File: src/rtl/sampdriver_pkg.sv
// Shared types, default sizes and the start-time configuration check for sampdriver_tdm.
package sampdriver_pkg;

   localparam int DEF_NCH   = 4;
   localparam int DEF_CNT_W = 8;
   localparam int DEF_DT_W  = 3;

   typedef enum logic [1:0] {
      ST_IDLE,
      ST_RUN,
      ST_STOP
   } state_e;

   // Operands arrive zero-extended; the sums are formed wider than any legal frame length.
   function automatic logic cfg_valid(input logic [31:0] period,
                                      input logic [31:0] width,
                                      input logic [31:0] dead,
                                      input logic        mask_nz);
      logic [33:0] need;
      logic [33:0] frame_len;
      need      = {2'b00, width} + {1'b0, dead, 1'b0};
      frame_len = {2'b00, period} + 34'd1;
      return (width != 32'd0) && mask_nz && (need <= frame_len);
   endfunction

endpackage

File: src/rtl/samp_rr_ptr.sv
// Round-robin step: next set bit of mask_i above the one-hot cur_i, wrapping to the lowest.
// cur_i = 0 yields the lowest set bit of mask_i.
module samp_rr_ptr
   import sampdriver_pkg::*;
#(
   parameter int NCH = DEF_NCH
) (
   input  logic [NCH-1:0] mask_i,
   input  logic [NCH-1:0] cur_i,
   output logic [NCH-1:0] next_o
);

   localparam logic [NCH-1:0] ONE = NCH'(1);

   logic [NCH-1:0] above;
   logic [NCH-1:0] above_lsb;
   logic [NCH-1:0] mask_lsb;

   // NOTE: every always_comb output is assigned on every path, so no latch can be inferred.
   always_comb begin
      above     = mask_i & ~((cur_i << 1) - ONE);
      above_lsb = above & (~above + ONE);
      mask_lsb  = mask_i & (~mask_i + ONE);
      next_o    = (above != '0) ? above_lsb : mask_lsb;
   end

endmodule

File: src/rtl/sampdriver_tdm.sv
// TDM sampling-clock generator: one channel per frame, round-robin over the enabled mask.
// `define SAMPDRV_BURST_EN adds burst_len/done for a fixed number of frames per start.
module sampdriver_tdm
   import sampdriver_pkg::*;
#(
   parameter int NCH   = DEF_NCH,
   parameter int CNT_W = DEF_CNT_W,
   parameter int DT_W  = DEF_DT_W
) (
   input  logic             clk_in,
   input  logic             rst,
   input  logic             en,
   input  logic [CNT_W-1:0] period,
   input  logic [CNT_W-1:0] width,
   input  logic [DT_W-1:0]  dead,
   input  logic [NCH-1:0]   ch_en,
   output logic [NCH-1:0]   samp_out,
   output logic [NCH-1:0]   samp_out_b,
   output logic             frame_strobe,
   output logic             busy,
   output logic             cfg_err
`ifdef SAMPDRV_BURST_EN
   ,
   input  logic [CNT_W-1:0] burst_len,
   output logic             done
`endif
);

   localparam int               W1      = CNT_W + 1;
   localparam logic [CNT_W-1:0] CNT_ONE = CNT_W'(1);
   localparam logic [W1-1:0]    W1_ONE  = W1'(1);

   state_e           state_q;
   logic [CNT_W-1:0] period_q, width_q, idx_q;
   logic [DT_W-1:0]  dead_q;
   logic [NCH-1:0]   mask_q, ptr_q, samp_q, samp_b_q;
   logic             strobe_q, busy_q, cfg_err_q;

   logic             idle, last_cycle, start_ok, start_arm, burst_hit;
   logic [CNT_W-1:0] idx_d, sel_idx, sel_width;
   logic [DT_W-1:0]  sel_dead;
   logic [NCH-1:0]   rr_mask, rr_cur, rr_next, ptr_d, sel_mask, samp_d, samp_b_d;
   logic [W1-1:0]    i_x, on_lo, on_hi, b_hi;

`ifdef SAMPDRV_BURST_EN
   logic [CNT_W-1:0] burst_q, fcnt_q;
   logic             arm_q, done_q;

   assign start_arm = arm_q;
   assign burst_hit = (burst_q != '0) && (fcnt_q == burst_q - CNT_ONE);
   assign done      = done_q;
`else
   assign start_arm = 1'b1;
   assign burst_hit = 1'b0;
`endif

   samp_rr_ptr #(.NCH(NCH)) u_rr (
      .mask_i (rr_mask),
      .cur_i  (rr_cur),
      .next_o (rr_next)
   );

   // In IDLE the outputs for frame cycle 0 are built from the live inputs about to be latched.
   always_comb begin
      idle       = (state_q == ST_IDLE);
      last_cycle = (idx_q == period_q);
      idx_d      = last_cycle ? '0 : idx_q + CNT_ONE;
      rr_mask    = idle ? ch_en : mask_q;
      rr_cur     = idle ? '0 : ptr_q;
      ptr_d      = (idle || last_cycle) ? rr_next : ptr_q;
      sel_idx    = idle ? '0 : idx_d;
      sel_width  = idle ? width : width_q;
      sel_dead   = idle ? dead : dead_q;
      sel_mask   = idle ? ch_en : mask_q;
      i_x        = W1'(sel_idx);
      on_lo      = W1'(sel_dead);
      on_hi      = on_lo + W1'(sel_width) - W1_ONE;
      b_hi       = on_hi + on_lo;
      samp_d     = ((i_x >= on_lo) && (i_x <= on_hi)) ? ptr_d : '0;
      samp_b_d   = sel_mask & ~((i_x <= b_hi) ? ptr_d : '0);
      start_ok   = en && start_arm &&
                   cfg_valid(32'(period), 32'(width), 32'(dead), |ch_en);
   end

   // NOTE: all state and output registers use <= so every update sees pre-edge values.
   always_ff @(posedge clk_in) begin
      if (rst) begin
         state_q   <= ST_IDLE;
         period_q  <= '0;
         width_q   <= '0;
         dead_q    <= '0;
         mask_q    <= '0;
         idx_q     <= '0;
         ptr_q     <= '0;
         samp_q    <= '0;
         samp_b_q  <= '0;
         strobe_q  <= 1'b0;
         busy_q    <= 1'b0;
         cfg_err_q <= 1'b0;
`ifdef SAMPDRV_BURST_EN
         burst_q   <= '0;
         fcnt_q    <= '0;
         arm_q     <= 1'b1;
         done_q    <= 1'b0;
`endif
      end else begin
         strobe_q <= 1'b0;
`ifdef SAMPDRV_BURST_EN
         done_q   <= 1'b0;
`endif
         unique case (state_q)
            ST_IDLE: begin
               if (start_ok) begin
                  state_q   <= ST_RUN;
                  period_q  <= period;
                  width_q   <= width;
                  dead_q    <= dead;
                  mask_q    <= ch_en;
                  idx_q     <= '0;
                  ptr_q     <= ptr_d;
                  samp_q    <= samp_d;
                  samp_b_q  <= samp_b_d;
                  strobe_q  <= 1'b1;
                  busy_q    <= 1'b1;
                  cfg_err_q <= 1'b0;
`ifdef SAMPDRV_BURST_EN
                  burst_q   <= burst_len;
                  fcnt_q    <= '0;
`endif
               end else if (en && start_arm) begin
                  cfg_err_q <= 1'b1;
               end
`ifdef SAMPDRV_BURST_EN
               if (!en) arm_q <= 1'b1;
`endif
            end
            default: begin
               if (last_cycle && (!en || burst_hit)) begin
                  state_q  <= ST_IDLE;
                  samp_q   <= '0;
                  samp_b_q <= '0;
                  busy_q   <= 1'b0;
`ifdef SAMPDRV_BURST_EN
                  done_q   <= burst_hit;
                  if (burst_hit) arm_q <= 1'b0;
`endif
               end else begin
                  state_q  <= en ? ST_RUN : ST_STOP;
                  idx_q    <= idx_d;
                  ptr_q    <= ptr_d;
                  samp_q   <= samp_d;
                  samp_b_q <= samp_b_d;
                  strobe_q <= last_cycle;
`ifdef SAMPDRV_BURST_EN
                  if (last_cycle) fcnt_q <= fcnt_q + CNT_ONE;
`endif
               end
            end
         endcase
      end
   end

   assign samp_out     = samp_q;
   assign samp_out_b   = samp_b_q;
   assign frame_strobe = strobe_q;
   assign busy         = busy_q;
   assign cfg_err      = cfg_err_q;

endmodule

File: config.mk
export PLATFORM = sky130hd
export DESIGN_NAME = sampdriver_tdm
export DESIGN_NICKNAME = d
export VERILOG_FILES = /design/src/rtl/sampdriver_pkg.sv /design/src/rtl/samp_rr_ptr.sv /design/src/rtl/sampdriver_tdm.sv
export SDC_FILE = /design/constraint.sdc
export NUM_CORES = 1
export LEC_CHECK = 0
export ABC_AREA = 1
export ABC_CLOCK_PERIOD_IN_PS = 5600
export CAP_MARGIN = 10
export CORE_ASPECT_RATIO = 2
export CORE_MARGIN = 1.5
export CORE_UTILIZATION = 38
export DETAILED_ROUTE_END_ITERATION = 7
export GPL_ROUTABILITY_DRIVEN = 0
export PLACE_DENSITY_LB_ADDON = 0.15
export RECOVER_POWER = 50
export SLEW_MARGIN = 10
export SYNTH_ARGS = -nofsm -noshare
export SYNTH_HDL_FRONTEND = slang
export SYNTH_SLANG_ARGS = --single-unit
File: constraint.sdc
create_clock -name clk_in -period 5.6 [get_ports clk_in]
set_input_delay 1.12 -clock clk_in [delete_from_list [all_inputs] [get_ports clk_in]]
set_output_delay 1.12 -clock clk_in [all_outputs]
set_load 0.05 [all_outputs]
### Yosys cells after proc, flatten, opt, wreduce, memory -nomap -nowiden

Cells that the tools add are included.

* memory bits (read-only): 0
* bits of input ports: 26
* word-level logic and storage cells: 87
* bits in latches: 0
* output and inout bits: 11
* memory bits (writable): 0
* flip-flop bits (word level): 48
* memories: 0

* multiply operators: 0
* reduce and logical (&&, ||, !) cells: 17
* order comparisons: 4
* mux-type cells: 34
* div/mod/pow operators: 0
* equal/unequal tests: 3
* bitwise logic cells: 8
* shift-type cells: 0
* $add $sub $neg: 9

Operator list (number)
* $mux W4: 14
* $mux W8: 6
* $le A8 B9 Y1: 2
* $and A4 B4 Y4: 4
* $not A4 Y4: 4
* $add A3 B8 Y9: 1
* $add A8 B1 Y9 const B: 1
* $add A8 B4 Y9: 1
* $add A9 B3 Y9: 1
* $le A9 B9 Y1: 1
* $sub A9 B1 Y9 const B: 1
* $add A4 B1 Y4 const B: 2
* $add A8 B1 Y8 const B: 1
* $eq A8 B8 Y1: 1
* $ge A8 B3 Y1: 1
* $mux W1: 8
* $mux W2: 4
* $reduce_and A2 Y1: 4
* $reduce_bool A8 Y1: 1
* $mux W3: 2
* $logic_and A1 B1 Y1: 5
* $reduce_bool A2 Y1: 2
* $reduce_bool A4 Y1: 1
* $reduce_or A4 Y1: 1
* other kinds (6): 6

### Longest topological paths before layout

Gate-level depths: netlist of the first run.

* word-level depth: 15
* mapped depth: 30
* depth with buffers taken out: 28

### Cells and area by module

Synthesis of the first run repeated with hierarchy kept, for this count alone.

* cells, all modules: 621
* area, all modules: 4068.9 um^2

Modules (own cells, without submodules)
* sampdriver_tdm: sequential area each 960.9 um^2, instances 1, area an instance 3945.0 um^2, cells an instance 594
* samp_rr_ptr: sequential area each 0.0 um^2, instances 1, area an instance 123.9 um^2, cells an instance 27

### Worst setup path before layout of the first run

Ideal clock, no wire load.

* path type: input to register
* start point: input dead[1]
* end point: register samp_b_q[1] (netlist: samp_out_b[1])
* required time: 5.468 ns
* stages on the path: 24
* path slack: 1.330 ns
* data arrival time: 4.138 ns
* path buffers: 0
* library setup time: 0.132 ns
* cell sequence: or2_2 -> o21ai_0 -> ha_1 -> inv_1 -> ha_1 -> inv_1 -> fa_1 -> xnor2_1 -> nand4_1 -> nand2_1 -> xor2_1 -> ha_1 -> nand2_1 -> inv_1 -> nand2_1 -> nand3_1 -> nand2_1 -> nand2_1 -> a21oi_1 -> nor2_1 -> nand3_2 -> nand2_1 -> nand2_1 -> a21oi_2

* word-level cells in the longest chain between the ends: 10
* elaborated cells on any way between the ends: 16
* classes of those cells: add/sub: 4; order compare: 2; eq/ne: 1; mux: 5; bitwise: 2; reduce/logical: 2

Ends and longest elaborated chain
* start: declaration: RTL line sampdriver_tdm.sv:15 `input logic [DT_W-1:0] dead,`
* $mux W3: RTL line sampdriver_tdm.sv:73 `sel_dead = idle ? dead : dead_q;`
* $add A3 B8 Y9: RTL line sampdriver_tdm.sv:77 `on_hi = on_lo + W1'(sel_width) - W1_ONE;`
* $sub A9 B1 Y9: RTL line sampdriver_tdm.sv:77
* $add A9 B3 Y9: RTL line sampdriver_tdm.sv:78 `b_hi = on_hi + on_lo;`
* $le A8 B9 Y1: RTL line sampdriver_tdm.sv:80 `samp_b_d = sel_mask & ~((i_x <= b_hi) ? ptr_d : '0);`
* $mux W4: RTL line sampdriver_tdm.sv:80
* $not A4 Y4: RTL line sampdriver_tdm.sv:80
* $and A4 B4 Y4: RTL line sampdriver_tdm.sv:80
* $mux W4, on equally long branches: RTL line sampdriver_tdm.sv:138, sampdriver_tdm.sv:113
* $mux W4: RTL line sampdriver_tdm.sv:111 `unique case (state_q)`
* end signal: assignment: RTL line sampdriver_tdm.sv:122 `samp_b_q <= samp_b_d;`
* end signal: assignment: RTL line sampdriver_tdm.sv:152 `samp_b_q <= samp_b_d;`
* end: declaration: RTL line sampdriver_tdm.sv:36 `logic [NCH-1:0] mask_q, ptr_q, samp_q, samp_b_q;`

Several ways; a longest one is shown, not always the timed one. The select of a mux whose other input is x is not followed.
A chain may end at the register's enable or synchronous reset.

### Final worst setup path of the first run

Ends and elaborated chain as after synthesis.

==> impl_metrics.toml, run 1 <==
[floorplan]
dieArea_mm2 = 0.0112
io_pins = 37
core-area_mm2 = 0.0104
start_util_pct = 38.6
die_h_um = 148
placementRows = 53
die_w_um = 75.7

[critical_path]
crit_fanout = 4
arrival_ns = 5.07
ff2ff_path_depth = 26
critPathLaunch = "dead[1]"
cp.required_ns = 5.72
setup.worst_path.class = "primary input to register"
crit_path_start_kind = "primary input"
r2r-start = "state_q[0]"
end_kind = "register"

[sta]
fmax_ghz = 0.202
hold_violations = 0
worstMarginPinSlew_ns = 1.48
rsz0062_at_grt = "no"
clock_skew_ns = 0.00849
setup_viol = 0
fin_crit_sh_pct = 88.5
slew_headroom_pct = 1.09
setup_tns_ns = 0
slew_viol_final = 0
post-route-min-period_ns = 4.95

[pwr]
max-vdd-ir-drop_v = 0.000179
p_per_area_mw_per_mm2 = 400
power.switching_mw = 0.873
switching_share_pct = 46.9
clockPowerShare_pct = 19.4
finalPower_mw = 1.86
internal-power_mw = 0.987
p_seq_share_pct = 22.6
pwr-share-comb_pct = 57.9
leakage_nw = 2.30

[clock_tree]
cts.sinks = 48
clk_latency_ns = 0.30
cts_tree = "done"
cts_setup_buffers = 0
numCtsBuffers = 5
clk_root_buffer_cell = "clkbuf_16"
htree_levels = 2
post_cts_resized = 0
ctsHoldBuffers = 0
clk_pin_slew_ns = 0.07
clk_path_buf_depth = 2

[yosys]
syn_inst = 612
synthArstFlopShare_pct = 0
avgSynthCellArea_um2 = 6.57
ys.flop_type = "dfxtp_1"
ys_seq_elements = 48
synth_nets = 686
ys_warn_count = 0
seq_area_frac_synth_pct = 23.9
syn_area_mm2 = 0.00402
synth_edf_count = 0
synth_cell_types = 38

[final_layout]
regArea_um2 = 961
final_cells = 781
multi_input_comb_area_mm2 = 0.00261
drive_gt1_share_pct = 4.66
fin_util_pct = 44.7
nNetsFinal = 717
synthToLayoutAreaGrowth_pct = 15.7
nFillCells = 1129
final_area_mm2 = 0.00465
diodes = 0

[hold_path]
hold_path_startpoint = "mask_q[0]"
hp-class = "register to register"
min_path_cells = 2

[detailed_routing]
drc = 0
avgRoutedWirePerCell_um = 13.4
via_count = 3828
drt_first_pass_iters = 4
wl_um = 10500
via_per_inst = 4.90
antenna_left = 0
dr.first_iter.drc_count = 124

[placement]
port_buffers = 36
dp.final_hpwl_um = 8510
post-place-cells = 773
placed_area_mm2 = 0.00449

[global_route]
grt_pass1_wl_um = 17500
grt_pass1_vias = 3713
grt_max_degree = 31
grtUsageTotal_pct = 20.2
overflow = 0
antenna_found_initial = 0

[status]
outcome = "finished clean"

[job]
drv_cap = 0
per-layer routing:
layer / vias up / global-route usage [%] / share of wire, %
li1: 2030 / - / -
met1: 1729 / 22.7 / 40
met2: 52 / 36.3 / 54
met4: 0 / 9.11 / 3.6
met3: 17 / 2.30 / 1.8
met5: - / 0 / 0
final timing paths:
kind                            slack [ns]             to
worst max register to register        1.23  samp_out_b[1]
worst min-delay path                  0.46      mask_q[0]
worst min register to register        0.46      mask_q[0]
worst max-delay path                  0.65  samp_out_b[1]
synth_stat cells (all sizes together), types with 4 or more instances:
library cell | count | area, um^2
inv | 93 | 349
nor2 | 51 | 206
or2 | 4 | 25.0
dfxtp | 48 | 961
o21ai | 42 | 214
xor2 | 21 | 184
buf | 10 | 70.1
clkbuf | 5 | 18.8
nor3 | 8 | 45.0
xnor2 | 7 | 61.3
nand3b | 4 | 30.0
a21oi | 54 | 278
nand4 | 11 | 68.8
ha | 45 | 563
nand3 | 34 | 190
nand2 | 159 | 607
layout by cell type (no fill, tap or decap), types with 2 or more instances in the layout:
cell / synthesis / routed
dfxtp_1: 48 / 48
inv_1: 90 / 90
a21o_1: 2 / 2
nor4_1: 3 / 3
nor2_2: 3 / 2
o21ai_1: 2 / 2
a21oi_1: 52 / 52
o21a_1: 2 / 2
dlygate4sd3_1: 0 / 12
a21oi_2: 2 / 2
xor2_1: 21 / 21
nand3_1: 30 / 30
fa_1: 3 / 3
nand2_1: 155 / 156
nand3b_1: 4 / 4
nor2_1: 47 / 48
nand3_2: 4 / 4
clkdlybuf4s50_1: 0 / 24
nand2_2: 4 / 3
inv_2: 3 / 3
xnor2_1: 7 / 7
nand4_1: 11 / 11
clkbuf_1: 5 / 2
clkbuf_16: 0 / 5
o21ai_0: 39 / 39
ha_1: 45 / 45
or2_2: 4 / 4
nor3_1: 7 / 7
power groups by stage:
stage / clock network, mW / registers [mW] / logic (mW)
2_1_floorplan: 0 / 0.459 / 0.794
3_3_place_gp: 0 / 0.429 / 1.07
3_5_place_dp: 0 / 0.429 / 1.08
4_1_cts: 0.368 / 0.422 / 1.09
5_1_grt: 0.382 / 0.428 / 1.25
6_report: 0.362 / 0.421 / 1.08
through the flow:
step / hold WS [ns] / setup slack, ns
2_1_floorplan: 0.425 / 1.33
3_3_place_gp: 0.447 / 0.514
3_5_place_dp: 0.454 / 0.387
4_1_cts: 0.463 / 0.689
5_1_grt: 0.479 / 0.166
6_report: 0.457 / 0.646
cell type report:
| class | count | share of cell area (%) |
|---|---|---|
| multi-input cells | 455 | 56.2 |
| flip-flops and latches | 48 | 20.7 |
| repair buffers | 39 | 8.07 |
| inverters | 94 | 7.58 |
| well taps | 137 | 3.68 |
| clock buffers | 6 | 2.99 |
| clock inverters | 2 | 0.834 |
logic make-up (layout without fill, tap and decap cells):
logic type	Yosys count	in the layout	synth area share, %
AO/OA/AOI/OAI	104	104	13.7
flip-flops	48	48	23.9
buffers and inverters	109	141	11.0
AND/OR/NAND/NOR	275	275	29.8
XOR/XNOR	28	28	6.10
adder cells (fa/ha/maj)	48	48	15.5
registers in the layout (all words and copies together), names as in the netlist:
register      flops
dead_q            3
busy              1
mask_q            4
width_q           8
state_q           2
samp_out_b        4
period_q          8
samp_out          4
ptr_q             4
idx_q             8
cfg_err           1
frame_strobe      1
worst max-delay path, cell delays in order:
cell and delay [ns]:
clkdlybuf4s50_1 0.49, or2_2 0.32, o21ai_0 0.14, ha_1 0.29
inv_1 0.07, ha_1 0.19, inv_1 0.06, fa_1 0.40
xnor2_1 0.39, nand3_1 0.14, nand2_1 0.16, xor2_1 0.20
ha_1 0.27, nand2_1 0.10, inv_1 0.05, nand2_1 0.06
nand3_1 0.07, nand2_1 0.06, nand2_1 0.04, a21oi_1 0.12
nor2_1 0.06, nand3_2 0.10, nand2_1 0.06, nand2_1 0.07
a21oi_2 0.05
No activity file was read; power rests on OpenSTA's default activity.
==> run 2, diff against run 1 <==
CAP_MARGIN = 20   (was 10)
SYNTH_HIERARCHICAL = 1   (was not set)
==> impl_metrics.toml, run 2 <==
[status]
outcome = "finished clean"

[placement]
place_ws_ns = 0.319
port_buffers = 36
dp.final_hpwl_um = 9390

[clock_tree]
ctsHoldBuffers = 0
clk_pin_slew_ns = 0.06
cts_setup_buffers = 0
clk_latency_ns = 0.29
clk_root_buffer_cell = "clkbuf_16"
clk_path_buf_depth = 2
htree_levels = 2
post_cts_resized = 0
cts.sinks = 48
cts_tree = "done"
numCtsBuffers = 5

[critical_path]
slowest_stage = "clkdlybuf4s50_1"
critPathLaunch = "dead[1]"
ff2ff_path_depth = 26
reg2reg_slack_ns = 1.10
crit_fanout = 4
crit_path_start_kind = "primary input"
critPathMaxStageDelay_ns = 0.51
cp.required_ns = 5.71
arrival_ns = 5.17
setup.worst_path.class = "primary input to register"
end_kind = "register"
r2r-end = "samp_out_b[0]"
worstSetupEndpoint = "samp_out_b[0]"
r2r-start = "state_q[0]"
crit_top_cell = "nand2_1"
crit_chain = "clkdlybuf4s50_1 > or2_2 > o21ai_0 > ha_1 > inv_1 > ha_1 > inv_1 > fa_1 > xnor2_1 > nand4_1 > nand2_1 > nor3b_1 > xor2_1 > ha_1 > nand2_1 > inv_1 > nand2_1 > nand2_1 > a21oi_1 > nor2_1 > nand3_2 > nand2_1 > nand2_1 > a21oi_1"

[floorplan]
placementRows = 53
core-area_mm2 = 0.0105
start_util_pct = 38.8
die_w_um = 76.1
dieArea_mm2 = 0.0114
die_h_um = 149
io_pins = 37

[final_layout]
largest_registers = "idx_q: 8 flops, period_q: 8 flops, width_q: 8 flops"
multi_input_comb_area_mm2 = 0.00261
diodes = 0
nFillCells = 1155
layout_commonest_cell = "nand2_1"
nNetsFinal = 723
layout_common_cells = "143 x nand2_1, 95 x inv_1, 55 x a21oi_1"
drive_gt1_share_pct = 7.23
synthToLayoutAreaGrowth_pct = 14.7
fin_util_pct = 44.5
regArea_um2 = 961

[detailed_routing]
wl_um = 11400
via_per_inst = 5.01
drt_first_pass_iters = 7
antenna_left = 0
avgRoutedWirePerCell_um = 14.4
drc = 0
via_count = 3944
dr.first_iter.drc_count = 174

[yosys]
synth_nets = 694
syn_area_mm2 = 0.00407
ys_warn_count = 6
avgSynthCellArea_um2 = 6.56
syn_inst = 620

[sta]
fmax_ghz = 0.198
setup_tns_ns = 0
fin_crit_sh_pct = 90.4
rsz0062_at_grt = "no"
post-route-min-period_ns = 5.06
setup_viol = 0
worst_slack_ns = 0.539
clock_skew_ns = 0.00518
slew_headroom_pct = 6.63
slew_viol_final = 0
hold_violations = 0
fin_hold_ws_ns = 0.463
worstMarginPinSlew_ns = 1.40

[global_route]
overflow = 0
grt_pass1_wl_um = 18200
grtUsageTotal_pct = 20.8
antenna_found_initial = 0
grt_pass1_vias = 3889
grt_max_degree = 28

[pwr]
leakage_nw = 2.25
max-vdd-ir-drop_v = 0.000233
p_per_area_mw_per_mm2 = 377

[hold_path]
hp-class = "register to register"
hold_path_startpoint = "mask_q[1]"

[job]
drv_cap = 0
## run 2: per-layer routing
layer	GRT usage (%)	up-vias	wire length, um
met3	1.77	17	211
met5	0	-	0
met4	8.61	0	294
met2	46.4	61	6860
li1	-	2051	-
met1	17.6	1815	4000
## run 2: critical path: cells and delay by family
kind                     cells  cell delay [ns]
AND/OR/NAND/NOR             11             1.36
adder cells (fa/ha/maj)      4             1.14
buffers and inverters        4             0.67
XOR/XNOR                     2             0.55
AO/OA/AOI/OAI                3             0.35
## run 2: worst min-delay path by stage
stage                            to  slack, ns  depth (start not counted)
final                     mask_q[1]       0.46                          2
after global routing      mask_q[1]       0.47                          2
after CTS                 mask_q[1]       0.46                          2
after detailed placement  mask_q[1]       0.45                          2
after global placement    mask_q[1]       0.45                          2
after floorplan           dead_q[1]       0.44                          2
## run 2: report_power, final
group / total [mW] / internal [mW] / switching (mW)
Clock: 0.303 / 0.178 / 0.125
Sequential: 0.408 / 0.383 / 0.0250
Combinational: 1.05 / 0.363 / 0.683
## run 2: final cells by class
cell class	instances	share of cell area, %
Clock buffer	8	3.14
Inverter	107	8.62
Multi-Input combinational cell	448	55.9
Sequential cell	48	20.6
Tap cell	137	3.68
Timing Repair Buffer	39	8.05
## run 2: through the flow
step | instance area [um^2] | instances | total power, mW
2_1_floorplan | 4070 | 620 | 1.21
3_3_place_gp | 4520 | 779 | 1.45
6_report | 4660 | 787 | 1.76
5_1_grt | 4660 | 787 | 1.93
3_5_place_dp | 4520 | 779 | 1.47
4_1_cts | 4670 | 787 | 1.79
==> run 3, diff against run 2 <==
CTS_CLUSTER_DIAMETER = 200   (was not set)
==> results of run 3 <==
The final DEF is identical to that of run 2; final timing and power are the same.
